$ cat src/rtl/instr_encoder_if.sv
// Field-bundle handshake and instruction-memory write port of instr_encoder.
// The master drives decoded fields; the slave (encoder) returns the write stream and status.
interface instr_encoder_if #(
    parameter int CNT_W = 6
);
    logic             in_valid_i;
    logic             in_ready_o;
    logic [2:0]       fmt_i;
    logic [6:0]       op_i;
    logic [2:0]       funct3_i;
    logic [6:0]       funct7_i;
    logic [4:0]       rd_i;
    logic [4:0]       rs1_i;
    logic [4:0]       rs2_i;
    logic [31:0]      imm_i;
    logic             we_o;
    logic [31:0]      addr_o;
    logic [31:0]      instr_o;
    logic [CNT_W-1:0] count_o;
    logic             full_o;
    logic             err_o;
    logic [1:0]       err_code_o;

    modport master (
        output in_valid_i, fmt_i, op_i, funct3_i, funct7_i, rd_i, rs1_i, rs2_i, imm_i,
        input  in_ready_o, we_o, addr_o, instr_o, count_o, full_o, err_o, err_code_o
    );

    modport slave (
        input  in_valid_i, fmt_i, op_i, funct3_i, funct7_i, rd_i, rs1_i, rs2_i, imm_i,
        output in_ready_o, we_o, addr_o, instr_o, count_o, full_o, err_o, err_code_o
    );
endinterface

$ cat src/rtl/instr_encoder.sv
// Packs decoded RV32I fields into instruction words and streams them to
// instruction memory at sequential byte addresses.
//
// state  | meaning
// S_IDLE | ready for a bundle; illegal bundles only update the sticky error
// S_WR   | one-cycle write strobe of the registered word
// S_FULL | DEPTH words written; waits for reset or flush
module instr_encoder #(
    parameter int          DEPTH     = 32,
    parameter logic [31:0] BASE_ADDR = 32'h0000_0000,
    parameter int          CNT_W     = $clog2(DEPTH + 1)
) (
    input  logic clk_i,
    input  logic rst_i,
    input  logic flush_i,
    instr_encoder_if.slave bus
);
    typedef enum logic [1:0] {S_IDLE, S_WR, S_FULL} state_t;

    state_t           state, state_nxt;
    logic             clear;
    logic             accept;
    logic [31:0]      enc_word;
    logic [1:0]       enc_err;
    logic [31:0]      ptr_r;
    logic [CNT_W-1:0] count_r;
    logic [31:0]      instr_r;
    logic             err_r;
    logic [1:0]       code_r;
    logic             ready, we, full;

    assign clear  = rst_i | flush_i;
    assign accept = bus.in_valid_i & ready;

    // Range is checked before alignment, so an out-of-range odd offset reports code 2.
    always_comb begin
        enc_word = 32'h0;
        enc_err  = 2'd0;
        case (bus.fmt_i)
            3'd0: enc_word = {bus.funct7_i, bus.rs2_i, bus.rs1_i, bus.funct3_i, bus.rd_i, bus.op_i};
            3'd1: begin
                enc_word = {bus.imm_i[11:0], bus.rs1_i, bus.funct3_i, bus.rd_i, bus.op_i};
                if (!(&bus.imm_i[31:11] || ~|bus.imm_i[31:11])) enc_err = 2'd2;
            end
            3'd2: begin
                enc_word = {bus.imm_i[11:5], bus.rs2_i, bus.rs1_i, bus.funct3_i,
                            bus.imm_i[4:0], bus.op_i};
                if (!(&bus.imm_i[31:11] || ~|bus.imm_i[31:11])) enc_err = 2'd2;
            end
            3'd3: begin
                enc_word = {bus.imm_i[12], bus.imm_i[10:5], bus.rs2_i, bus.rs1_i, bus.funct3_i,
                            bus.imm_i[4:1], bus.imm_i[11], bus.op_i};
                if (!(&bus.imm_i[31:12] || ~|bus.imm_i[31:12])) enc_err = 2'd2;
                else if (bus.imm_i[0])                            enc_err = 2'd3;
            end
            3'd4: begin
                enc_word = {bus.imm_i[31:12], bus.rd_i, bus.op_i};
                if (|bus.imm_i[11:0]) enc_err = 2'd3;
            end
            3'd5: begin
                enc_word = {bus.imm_i[20], bus.imm_i[10:1], bus.imm_i[11], bus.imm_i[19:12],
                            bus.rd_i, bus.op_i};
                if (!(&bus.imm_i[31:20] || ~|bus.imm_i[31:20])) enc_err = 2'd2;
                else if (bus.imm_i[0])                            enc_err = 2'd3;
            end
            default: enc_err = 2'd1;
        endcase
    end

    always_ff @(posedge clk_i) begin
        if (clear) state <= S_IDLE;
        else       state <= state_nxt;
    end

    always_comb begin
        state_nxt = state;
        case (state)
            S_IDLE:  if (accept && enc_err == 2'd0) state_nxt = S_WR;
            S_WR:    state_nxt = (count_r == CNT_W'(DEPTH - 1)) ? S_FULL : S_IDLE;
            S_FULL:  state_nxt = S_FULL;
            default: state_nxt = S_IDLE;
        endcase
    end

    always_comb begin
        ready = 1'b0;
        we    = 1'b0;
        full  = 1'b0;
        case (state)
            S_IDLE:  ready = 1'b1;
            S_WR:    we    = 1'b1;
            S_FULL:  full  = 1'b1;
            default: ready = 1'b0;
        endcase
    end

    always_ff @(posedge clk_i) begin
        if (clear) begin
            ptr_r   <= BASE_ADDR;
            count_r <= '0;
            instr_r <= 32'h0;
            err_r   <= 1'b0;
            code_r  <= 2'd0;
        end else begin
            if (state == S_IDLE && accept) begin
                if (enc_err == 2'd0) begin
                    instr_r <= enc_word;
                end else if (!err_r) begin
                    err_r  <= 1'b1;
                    code_r <= enc_err;
                end
            end
            if (state == S_WR) begin
                ptr_r   <= ptr_r + 32'd4;
                count_r <= count_r + 1'b1;
            end
        end
    end

    assign bus.in_ready_o = ready;
    assign bus.we_o       = we;
    assign bus.full_o     = full;
    assign bus.addr_o     = ptr_r;
    assign bus.instr_o    = instr_r;
    assign bus.count_o    = count_r;
    assign bus.err_o      = err_r;
    assign bus.err_code_o = code_r;
endmodule

$ cat src/flat_wrapper.sv
// flat-port wrapper written by rule: the top's interface ports become plain ports
module instr_encoder_flat 
#(
    parameter int          DEPTH     = 32,
    parameter logic [31:0] BASE_ADDR = 32'h0000_0000,
    parameter int          CNT_W     = $clog2(DEPTH + 1)
)
  (clk_i, rst_i, flush_i, bus_in_valid_i, bus_fmt_i, bus_op_i, bus_funct3_i, bus_funct7_i, bus_rd_i, bus_rs1_i, bus_rs2_i, bus_imm_i, bus_in_ready_o, bus_we_o, bus_addr_o, bus_instr_o, bus_count_o, bus_full_o, bus_err_o, bus_err_code_o);
  instr_encoder_if #(.CNT_W(CNT_W)) bus_i ();
  input  logic clk_i;
  input  logic rst_i;
  input  logic flush_i;
  input wire logic [$bits(bus_i.in_valid_i)-1:0] bus_in_valid_i;
  input wire logic [$bits(bus_i.fmt_i)-1:0] bus_fmt_i;
  input wire logic [$bits(bus_i.op_i)-1:0] bus_op_i;
  input wire logic [$bits(bus_i.funct3_i)-1:0] bus_funct3_i;
  input wire logic [$bits(bus_i.funct7_i)-1:0] bus_funct7_i;
  input wire logic [$bits(bus_i.rd_i)-1:0] bus_rd_i;
  input wire logic [$bits(bus_i.rs1_i)-1:0] bus_rs1_i;
  input wire logic [$bits(bus_i.rs2_i)-1:0] bus_rs2_i;
  input wire logic [$bits(bus_i.imm_i)-1:0] bus_imm_i;
  output wire logic [$bits(bus_i.in_ready_o)-1:0] bus_in_ready_o;
  output wire logic [$bits(bus_i.we_o)-1:0] bus_we_o;
  output wire logic [$bits(bus_i.addr_o)-1:0] bus_addr_o;
  output wire logic [$bits(bus_i.instr_o)-1:0] bus_instr_o;
  output wire logic [$bits(bus_i.count_o)-1:0] bus_count_o;
  output wire logic [$bits(bus_i.full_o)-1:0] bus_full_o;
  output wire logic [$bits(bus_i.err_o)-1:0] bus_err_o;
  output wire logic [$bits(bus_i.err_code_o)-1:0] bus_err_code_o;
  assign bus_i.in_valid_i = bus_in_valid_i;
  assign bus_i.fmt_i = bus_fmt_i;
  assign bus_i.op_i = bus_op_i;
  assign bus_i.funct3_i = bus_funct3_i;
  assign bus_i.funct7_i = bus_funct7_i;
  assign bus_i.rd_i = bus_rd_i;
  assign bus_i.rs1_i = bus_rs1_i;
  assign bus_i.rs2_i = bus_rs2_i;
  assign bus_i.imm_i = bus_imm_i;
  assign bus_in_ready_o = bus_i.in_ready_o;
  assign bus_we_o = bus_i.we_o;
  assign bus_addr_o = bus_i.addr_o;
  assign bus_instr_o = bus_i.instr_o;
  assign bus_count_o = bus_i.count_o;
  assign bus_full_o = bus_i.full_o;
  assign bus_err_o = bus_i.err_o;
  assign bus_err_code_o = bus_i.err_code_o;
  instr_encoder #(.DEPTH(DEPTH), .BASE_ADDR(BASE_ADDR), .CNT_W(CNT_W)) u_core (.clk_i(clk_i), .rst_i(rst_i), .flush_i(flush_i), .bus(bus_i));
endmodule
$ cat config.mk
export PLATFORM = sky130hd
export DESIGN_NAME = instr_encoder_flat
export DESIGN_NICKNAME = d
export VERILOG_FILES = /design/src/rtl/instr_encoder_if.sv /design/src/rtl/instr_encoder.sv /design/src/flat_wrapper.sv
export SDC_FILE = /design/constraint.sdc
export NUM_CORES = 1
export LEC_CHECK = 0
export CAP_MARGIN = 20
export CORE_UTILIZATION = 45
export DETAILED_ROUTE_END_ITERATION = 10
export DONT_BUFFER_PORTS = 1
export HOLD_SLACK_MARGIN = 0.12
export PLACE_DENSITY = 0.65
export SYNTH_ARGS = -nofsm -noshare
export SYNTH_HDL_FRONTEND = slang
export SYNTH_SLANG_ARGS = --single-unit
$ cat constraint.sdc
create_clock -name clk_i -period 4.5 [get_ports clk_i]
set_input_delay 0.9 -clock clk_i [delete_from_list [all_inputs] [get_ports clk_i]]
set_output_delay 0.9 -clock clk_i [all_outputs]
set_load 0.005 [all_outputs]
==> reports/results.tsv <==
stage	metric	value	unit
status	status	finished, final reports clean	
timing	Setup Skew	0.01481	ns
yosys	synthesized area	3905	sq um
floorplanning	I/O Pins	147	
yosys	largest family of logic cells by synthesized area	simple AND/OR/NAND/NOR gates	
clocking	clock sink total	73	
global_routing	initial antenna violation count	0	
floorplanning	initial core utilization	47.05	%
yosys	mean post-synth cell area	8.052	sq um
yosys	Synth Area in XOR/XNOR	6.729	%
power_and_ir_drop	Worst VDD drop	0.1523	mV
setup_path	startpoint types	input port	
placement	HPWL Detailed	6951	um
finish	commonest non-fill, non-tap cell in the layout	nand2_1	
finish	Area Overhead vs Synth	4.902	%
clocking	CTS tree	yes	
yosys	cells after synthesis	485	
routing	DR WL/cell	15.87	um
finish	commonest non-fill, non-tap cells in the layout	nand2_1, dfxtp_1, nor2_1	
global_routing	Global Route Usage Sum	20.56	%
routing	DR iter-0 viols	99	
timing	Final Max Slew Viols	0	
yosys	mux cell area share after synthesis	10.77	%
setup_path	Critical path origin	bus_imm_i[27]	
clocking	clock root buffer	clkbuf_8	
timing	Fin Setup TNS	0	ns
floorplanning	Site Rows	33	
clocking	Post-CTS Setup Inserts	0	
yosys	post-synth cell types	49	
yosys	Synth Register Bits	73	
yosys	adder-cell area share of the yosys netlist	0.6408	%
finish	# fillers	814	
clocking	H-Tree Depth	3	
routing	vias per cell	5.554	
setup_path	CP required	4.74	ns
clocking	cts repair resizes	0	
clocking	later-pin clock latency in the skew report	0.34	ns
routing	DRC	0	
setup_path	critical path endpoint	u_core.state[0]	
clocking	Num CTS Buffers	9	
yosys	Main synth FF type	dfxtp_1	
routing	DR vias	3238	
finish	layout cells sized above 1	6.067	%
worst_hold_path	Hold Crit Class	reg -> reg	
setup_path	WP data arrival	3.01	ns
timing	fmax	0.3611	GHz
clocking	hold buffer count at CTS	0	
floorplanning	Die Ht	95.16	um
floorplanning	core area	8299	sq um
yosys	number of synthesized flops with an enable pin	0	
setup_path	CP Class	in -> reg	
finish	fin util	49.36	%
timing	Period minus WS final	2.769	ns
timing	slew of the pin with the lowest slew margin	0.6901	ns
yosys	Compound-Gate Fraction of Synth Area	10.38	%
setup_path	r2r worst-path depth	6	
setup_path	R2R setup slack	2.32	ns
yosys	synth warn	0	
routing	final antenna-violating net count	0	
setup_path	Critical R2R Launch	u_core.state[0]	
timing	Final setup viols	0	
global_routing	GR Overflow Total	0	
timing	Fin. Hold Viols	0	
global_routing	largest net degree at the start of global routing	41	
routing	DR pass1 iterations	4	
placement	RePlAce Congestion	0.8912	
finish	# diodes	0	
placement	port bufs	0	
finish	Nets	546	
clocking	clock-pin slew on the worst setup and hold paths	0.08	ns
timing	relative slew slack	53.89	%
global_routing	number of global-route vias before repair	3087	
timing	RSZ-0062 raised after global routing	no	
yosys	Seq/Total Area, Yosys	37.42	%
yosys	simple-gate share of the synthesized area	27.43	%
routing	Final Routed Wirelength	9252	um
setup_path	Crit Path Max Fanout	33	
floorplanning	die area	9054	sq um
yosys	ys async rst share	0	%
job	maxcap violations	0	
clocking	Bufs on Longest Clock Path	2	
setup_path	Worst R2R End	u_core.bus.addr_o[21]	
setup_path	Worst Setup End Kind	register	
global_routing	global-route wire length before repair	14550	um
power_and_ir_drop	P_leak	1.584	nW
power_and_ir_drop	pwr/cell area	321.7	nW/um^2
floorplanning	Die Width	95.16	um
timing	period utilisation layout	61.54	%
## worst min-delay path by stage
stage                                         to                   start  slack (ns)  cells past startpoint
after CTS                  u_core.bus.instr_o[4]   u_core.bus.instr_o[4]        0.48                      2
after detailed placement   u_core.bus.instr_o[4]   u_core.bus.instr_o[4]        0.47                      2
after global routing      u_core.bus.instr_o[30]  u_core.bus.instr_o[30]        0.51                      2
after global placement     u_core.bus.instr_o[6]   u_core.bus.instr_o[6]        0.47                      2
after floorplan            u_core.bus.instr_o[0]   u_core.bus.instr_o[0]        0.45                      2
final                      u_core.bus.instr_o[4]   u_core.bus.instr_o[4]        0.48                      2
## per-stage QoR
| step | hold WS [ns] | power, mW | cell area [sq um] | worst slack, ns | std cells |
|---|---|---|---|---|---|
| 5_1_grt | 0.5101 | 1.368 | 4096 | 1.627 | 583 |
| 4_1_cts | 0.4839 | 1.331 | 4096 | 1.746 | 583 |
| 2_1_floorplan | 0.4544 | 0.7726 | 3909 | 1.674 | 486 |
| 6_report | 0.4814 | 1.318 | 4096 | 1.731 | 583 |
| 3_3_place_gp | 0.4694 | 0.7704 | 3879 | 1.440 | 567 |
| 3_5_place_dp | 0.4723 | 0.7712 | 3879 | 1.385 | 567 |
## power breakdown
group | switching, mW | internal (mW)
Sequential | 0.00572 | 0.651
Combinational | 0.0567 | 0.0417
Clock | 0.248 | 0.314
Total | 0.311 | 1.01
## state kept, by name, summed over array words and instances (netlist names)
name	count
u_core.bus.err_o	1
u_core.bus.addr_o	30
u_core.bus.err_code_o	2
u_core.bus.count_o	6
u_core.bus.instr_o	32
u_core.state	2
## cells in the mapped netlist (2+ instances only)
cell type | instances | area [sq um]
inv_1 | 15 | 56.30
nand2_1 | 102 | 382.9
nor3_1 | 5 | 25.02
and4_1 | 3 | 26.28
mux2i_1 | 42 | 420.4
xnor2_1 | 9 | 78.83
and2b_2 | 3 | 26.28
and3_1 | 3 | 18.77
nor2b_1 | 5 | 31.28
or3_1 | 5 | 31.28
ha_1 | 2 | 25.02
or4_1 | 8 | 60.06
nor4_1 | 7 | 43.79
dfxtp_1 | 73 | 1461
o31ai_1 | 2 | 15.01
a211oi_1 | 2 | 15.01
nor2_1 | 51 | 191.4
nand3_1 | 12 | 60.06
a22oi_1 | 5 | 37.54
nand4_1 | 15 | 93.84
a21oi_1 | 17 | 85.08
buf_12 | 3 | 60.06
o21ai_0 | 30 | 150.1
xor2_1 | 21 | 183.9
buf_4 | 2 | 15.01
clkbuf_8 | 3 | 41.29
clkbuf_1 | 18 | 67.56
## final cells by class
| class | count | area, sq um | area share (%) |
|---|---|---|---|
| inverters | 15 | 56.30 | 1.374 |
| repair buffers | 4 | 30.03 | 0.7330 |
| clock buffers | 10 | 127.6 | 3.115 |
| clock inverters | 6 | 90.09 | 2.199 |
| multi-input cells | 370 | 2200 | 53.70 |
| flip-flops and latches | 73 | 1461 | 35.67 |
| well taps | 105 | 131.4 | 3.207 |
## worst max-delay path: stages
cell and delay, ns:
or4_1 0.58, nor3_4 0.27, a22oi_1 0.12, o221a_4 0.28, nand4bb_2 0.08, buf_4 0.48, and2b_2 0.28
## routing by layer
| layer | track usage (%) | up-vias | wire [um] |
|---|---|---|---|
| li1 | - | 1641 | - |
| met1 | 22.94 | 1490 | 3811 |
| met2 | 36.07 | 94 | 4571 |
| met3 | 6.380 | 13 | 717 |
| met4 | 8.333 | 0 | 151 |
| met5 | 0 | - | 0 |
## kinds of logic (layout without fill, tap and decap cells)
group / count (synthesis) / count (layout)
DFF: 73 / 73
buffers and inverters: 43 / 35
muxes: 42 / 42
and+or+nand+nor: 227 / 227
xor gates and xnor gates: 30 / 30
adders and majority gates: 2 / 2
other: 1 / 2
AOI/OAI and AO/OA: 67 / 67
Power figures use the tool's default switching activity.
